==> src/rtl/power_arbiter.sv <==
// rtl/power_arbiter.sv - two-channel round-robin front end for a shared complex-power pipeline
//
// Ports:
//   clk, rst                  rising-edge clock, asynchronous active-high reset
//   chN_re/chN_im/chN_valid   channel N signed sample and valid (N = 0, 1)
//   chN_ready                 channel N grant, combinational
//   pow_re/pow_im/pow_valid   registered issue into the shared power pipeline
//   pow_dout/pow_dout_valid   result returned by the shared pipeline, in issue order
//   dout/dout_valid/dout_ch   routed result, one-cycle strobe, owning channel
//   tag_err                   sticky: a result arrived with no outstanding tag
//   occupancy                 number of issued samples whose result is still outstanding
module power_arbiter #(
    parameter int DIN_WIDTH = 16,
    parameter int TAG_DEPTH = 8
) (
    input  logic                         clk,
    input  logic                         rst,
    input  logic signed [DIN_WIDTH-1:0]  ch0_re,
    input  logic signed [DIN_WIDTH-1:0]  ch0_im,
    input  logic                         ch0_valid,
    output logic                         ch0_ready,
    input  logic signed [DIN_WIDTH-1:0]  ch1_re,
    input  logic signed [DIN_WIDTH-1:0]  ch1_im,
    input  logic                         ch1_valid,
    output logic                         ch1_ready,
    output logic signed [DIN_WIDTH-1:0]  pow_re,
    output logic signed [DIN_WIDTH-1:0]  pow_im,
    output logic                         pow_valid,
    input  logic [2*DIN_WIDTH:0]         pow_dout,
    input  logic                         pow_dout_valid,
    output logic [2*DIN_WIDTH:0]         dout,
    output logic                         dout_valid,
    output logic                         dout_ch,
    output logic                         tag_err,
    output logic [$clog2(TAG_DEPTH):0]   occupancy
);

    localparam int AW = $clog2(TAG_DEPTH);
    localparam logic [AW:0]   OCC_FULL = (AW+1)'(TAG_DEPTH);
    localparam logic [AW:0]   OCC_ONE  = (AW+1)'(1);
    localparam logic [AW-1:0] PTR_ONE  = AW'(1);

    logic          last_grant;
    logic [AW-1:0] wr_ptr;
    logic [AW-1:0] rd_ptr;
    logic          tag_mem [TAG_DEPTH];

    logic xfer0;
    logic xfer1;
    logic push;
    logic pop;

    // Grant logic. Fullness is judged on the registered occupancy only, so a
    // pop in the same cycle never frees a slot early.
    always_comb begin
        ch0_ready = 1'b0;
        ch1_ready = 1'b0;
        if (!rst && occupancy != OCC_FULL) begin
            if (ch0_valid && ch1_valid) begin
                // last_grant holds the channel that transferred last; the other wins.
                ch0_ready = last_grant;
                ch1_ready = !last_grant;
            end else begin
                ch0_ready = ch0_valid;
                ch1_ready = ch1_valid;
            end
        end
    end

    assign xfer0 = ch0_valid && ch0_ready;
    assign xfer1 = ch1_valid && ch1_ready;
    assign push  = xfer0 || xfer1;
    assign pop   = pow_dout_valid && (occupancy != '0);

    always_ff @(posedge clk or posedge rst) begin
        if (rst) begin
            last_grant <= 1'b1;
            wr_ptr     <= '0;
            rd_ptr     <= '0;
            occupancy  <= '0;
            pow_valid  <= 1'b0;
            pow_re     <= '0;
            pow_im     <= '0;
            dout       <= '0;
            dout_valid <= 1'b0;
            dout_ch    <= 1'b0;
            tag_err    <= 1'b0;
        end else begin
            pow_valid <= push;
            if (push) begin
                pow_re     <= xfer1 ? ch1_re : ch0_re;
                pow_im     <= xfer1 ? ch1_im : ch0_im;
                last_grant <= xfer1;
                wr_ptr     <= wr_ptr + PTR_ONE;
            end

            dout_valid <= pop;
            if (pop) begin
                dout    <= pow_dout;
                dout_ch <= tag_mem[rd_ptr];
                rd_ptr  <= rd_ptr + PTR_ONE;
            end

            if (pow_dout_valid && occupancy == '0) begin
                tag_err <= 1'b1;
            end

            case ({push, pop})
                2'b10:   occupancy <= occupancy + OCC_ONE;
                2'b01:   occupancy <= occupancy - OCC_ONE;
                default: occupancy <= occupancy;
            endcase
        end
    end

    // Tag storage carries no reset: entries are only read behind rd_ptr,
    // and the pointers themselves are reset.
    always_ff @(posedge clk) begin
        if (push) begin
            tag_mem[wr_ptr] <= xfer1;
        end
    end

endmodule

==> config.mk <==
export PLATFORM = sky130hd
export DESIGN_NAME = power_arbiter
export DESIGN_NICKNAME = d
export VERILOG_FILES = /design/src/rtl/power_arbiter.sv
export SDC_FILE = /design/constraint.sdc
export NUM_CORES = 1
export LEC_CHECK = 0
export BUFFER_PORTS_ARGS = -buffer_cell sky130_fd_sc_hd__buf_2
export CORE_UTILIZATION = 46
export DETAILED_ROUTE_END_ITERATION = 6
export PLACE_DENSITY = 0.79
export SLEW_MARGIN = 20
export SYNTH_ARGS = -nofsm -noshare
export SYNTH_HDL_FRONTEND = slang
export SYNTH_SLANG_ARGS = --single-unit
export TNS_END_PERCENT = 5
==> constraint.sdc <==
create_clock -name clk -period 3.1 [get_ports clk]
set_input_delay 0.775 -clock clk [delete_from_list [all_inputs] [get_ports clk]]
set_output_delay 0.775 -clock clk [all_outputs]
set_load 0.01 [all_outputs]
==> impl_metrics.tcl <==
set metrics [dict create \
    path_clk_slew_ns 0.09 \
    nets 649 \
    cts-buffers-inserted 9 \
    n_antenna_cell 0 \
    synth_area_sq_um 3772 \
    synthToLayoutAreaGrowth_pct 30.68 \
    fin_cells 648 \
    hold_viol 0 \
    synth_nets 478 \
    p_leak_uw 0.002481 \
    max_freq_mhz 394.9 \
    htreeDepth 3 \
    vdd_drop_max_mv 0.3718 \
    grt-ovfl-total 0 \
    via_per_inst 5.043 \
    skew_ns 0.01142 \
    met1_length_mm 3.877 \
    dieWidth_microns 92.56 \
    core_area_sq_um 7848 \
    syn_avg_cell_area_sq_um 10.17 \
    hold_class "in -> async" \
    wl_met3_microns 565 \
    arrival_ns 1.76 \
    power_density_nw_per_um2 802.2 \
    cts_tree "done" \
    cp-startpoint "occupancy[0]$_DFFE_PP0P_" \
    start_util_pct 48.07 \
    routed.top_layer "met4" \
    rsz0062_at_grt "false" \
    final_cell_area_sq_um 4930 \
    synth_top_area_share_pct 52.40 \
    n_fill_cell 684 \
    synth_top_area_cell "dfrtp_1" \
    maxSlewHeadroom_pct 70.88 \
    drc 0 \
    ys_seq_area_share_pct 59.47 \
    first_pass_iters 4 \
    reg2regPathDepth 10 \
    place_inst 633 \
    r2r_end "occupancy[2]$_DFFE_PP0P_" \
    startpoint_type "register" \
    status "finished clean" \
    root_buffer "clkbuf_8" \
    critPathKind "reg -> out" \
    synth_seq_cells 88 \
    post-cts-setup-buffers 0 \
    yosysMostFrequentCell "nand2_1" \
    synth_area_leaders "dfrtp_1 (52%), nand2_1 (11%), edfxtp_1 (6.4%)" \
    worstPathRequired_ns 2.32 \
    async_reset_ff_share_pct 90.91 \
    antenna_found_initial 0 \
    wirelength_mm 8.893 \
    io_buffers 176 \
    netlist_top_cells_count "nand2_1 (108), dfrtp_1 (79), nor2_1 (37)" \
    synth-edff-count 8 \
    vias 3268 \
    fin_crit_sh_pct 81.68 \
    finalCriticalPeriod_ns 2.532 \
    worst_slew_pin_slew_ns 0.4351 \
    hold_buffers 0 \
    r2r_setup_slack_ns 0.63 \
    cp-end-kind "primary output" \
    cts_resized 0 \
    drive_gt1_share_pct 40.84 \
    drt_iter0_drc 112 \
    dp_hpwl_mm 6.590 \
    reg2reg_from "occupancy[0]$_DFFE_PP0P_" \
    crit_end "ch0_ready" \
    dieArea_sq_um 8567 \
    first_global_vias 3039 \
    gp_congestion 0.7899 \
    num_rows 32 \
    drv_cap 0 \
    grt_pass1_wl_mm 14.38 \
    grt_max_degree 61 \
    wl_per_cell_microns 13.72 \
    cts_sinks 88 \
    yosysWarnings 0 \
    cp_max_fo 9 \
    setup_total_negative_slack_ns 0 \
    drtAntennaViolNets 0 \
    post_dp_cell_area_sq_um 4715 \
    clock_tree.buffer_depth 2 \
    grtUsageTotal_pct 21.77 \
    io_pins 177 \
    routed-wl-met2_mm 4.287 \
    synthFlopType "dfrtp_1" \
    die_y_microns 92.56 \
    setup_viol 0 \
    drv_slew 0 \
    clk_latency_ns 0.34 \
    syn_inst 371 \
    yosys.cell_types.count 39 \
]
-- cell type report --
type / count / area, sq um / share of cell area, %
Multi-Input combinational cell: 256 / 1383 / 28.05
Clock inverter: 2 / 35.03 / 0.7107
Clock buffer: 13 / 180.2 / 3.655
Sequential cell: 88 / 2243 / 45.51
Tap cell: 102 / 127.6 / 2.589
Inverter: 5 / 22.52 / 0.4569
Timing Repair Buffer: 182 / 938.4 / 19.04
-- where the power goes --
| part | switching [uW] | leakage, uW | internal (uW) | total [uW] |
|---|---|---|---|---|
| Clock | 378 | 0.000111 | 461 | 839 |
| Sequential | 283 | 0.000998 | 1520 | 1800 |
| Combinational | 733 | 0.00137 | 584 | 1320 |
-- sequential cells by signal, summed over array words and instances, names as in the netlist --
register and cells:
rd_ptr 3, dout_ch 1, tag_mem 8, pow_valid 1, dout 33, occupancy 4, wr_ptr 3, pow_re 16
pow_im 16, tag_err 1, dout_valid 1, last_grant 1
-- per-stage QoR --
stage                     hold WS [ns]  worst slack, ns  power, uW  util [%]
after floorplan                 0.4738           0.2749       2623         -
after global placement          0.4510           0.4454       3090     60.08
after detailed placement        0.4439           0.3817       3156     60.08
after CTS                       0.4105           0.5711       4004     62.82
after global routing            0.4131           0.3666       4243     62.82
final                           0.4116           0.5679       3955     62.82
-- how the worst min path moves through the flow --
stage	end	slack, ns	cells past startpoint
final	pow_re[12]$_DFFE_PP0P_	0.41	2
after global routing	pow_re[6]$_DFFE_PP0P_	0.41	2
after CTS	pow_re[11]$_DFFE_PP0P_	0.41	2
after detailed placement	tag_err$_DFFE_PP0P_	0.44	1
after global placement	tag_err$_DFFE_PP0P_	0.45	1
after floorplan	rd_ptr[2]$_DFFE_PP0P_	0.47	1
-- critical path, stage by stage, from the launching register on --
cell	delay [ns]
dfrtp_1	0.51
nor3_2	0.11
a21oi_4	0.37
inv_1	0.14
nor2_1	0.14
buf_2	0.14
-- cell families after synthesis --
group / Yosys count / synth area share, %
muxes: 7 / 2.255
DFF: 88 / 59.47
buffers and inverters: 27 / 3.980
xor gates and xnor gates: 9 / 2.089
adders and majority gates: 5 / 1.658
and+or+nand+nor: 160 / 17.55
AOI/OAI and AO/OA: 75 / 13.00
-- metal layers --
layer / up-vias / GRT usage, %
met3: 13 / 4.105
met1: 1514 / 27.71
met4: 0 / 8.854
met5: - / 0
li1: 1585 / -
met2: 156 / 36.54
-- layout by cell type, fill, tap and decap left out, drive strengths merged, types with 2 or more instances in the layout --
cell | netlist | routed
a21oi | 36 | 36
edfxtp | 8 | 8
nand2 | 109 | 109
nor4 | 2 | 2
nor3 | 3 | 3
clkbuf | 6 | 13
dfrtp | 79 | 79
mux2i | 4 | 4
o22ai | 32 | 32
nor2 | 37 | 37
ha | 5 | 5
inv | 5 | 4
buf | 16 | 182
nor3b | 3 | 3
mux2 | 2 | 2
nor4b | 2 | 2
xor2 | 5 | 5
xnor2 | 4 | 4
clkinv | 0 | 2
o21ai | 5 | 5
Note: power is estimated with default switching activity, not from simulation.
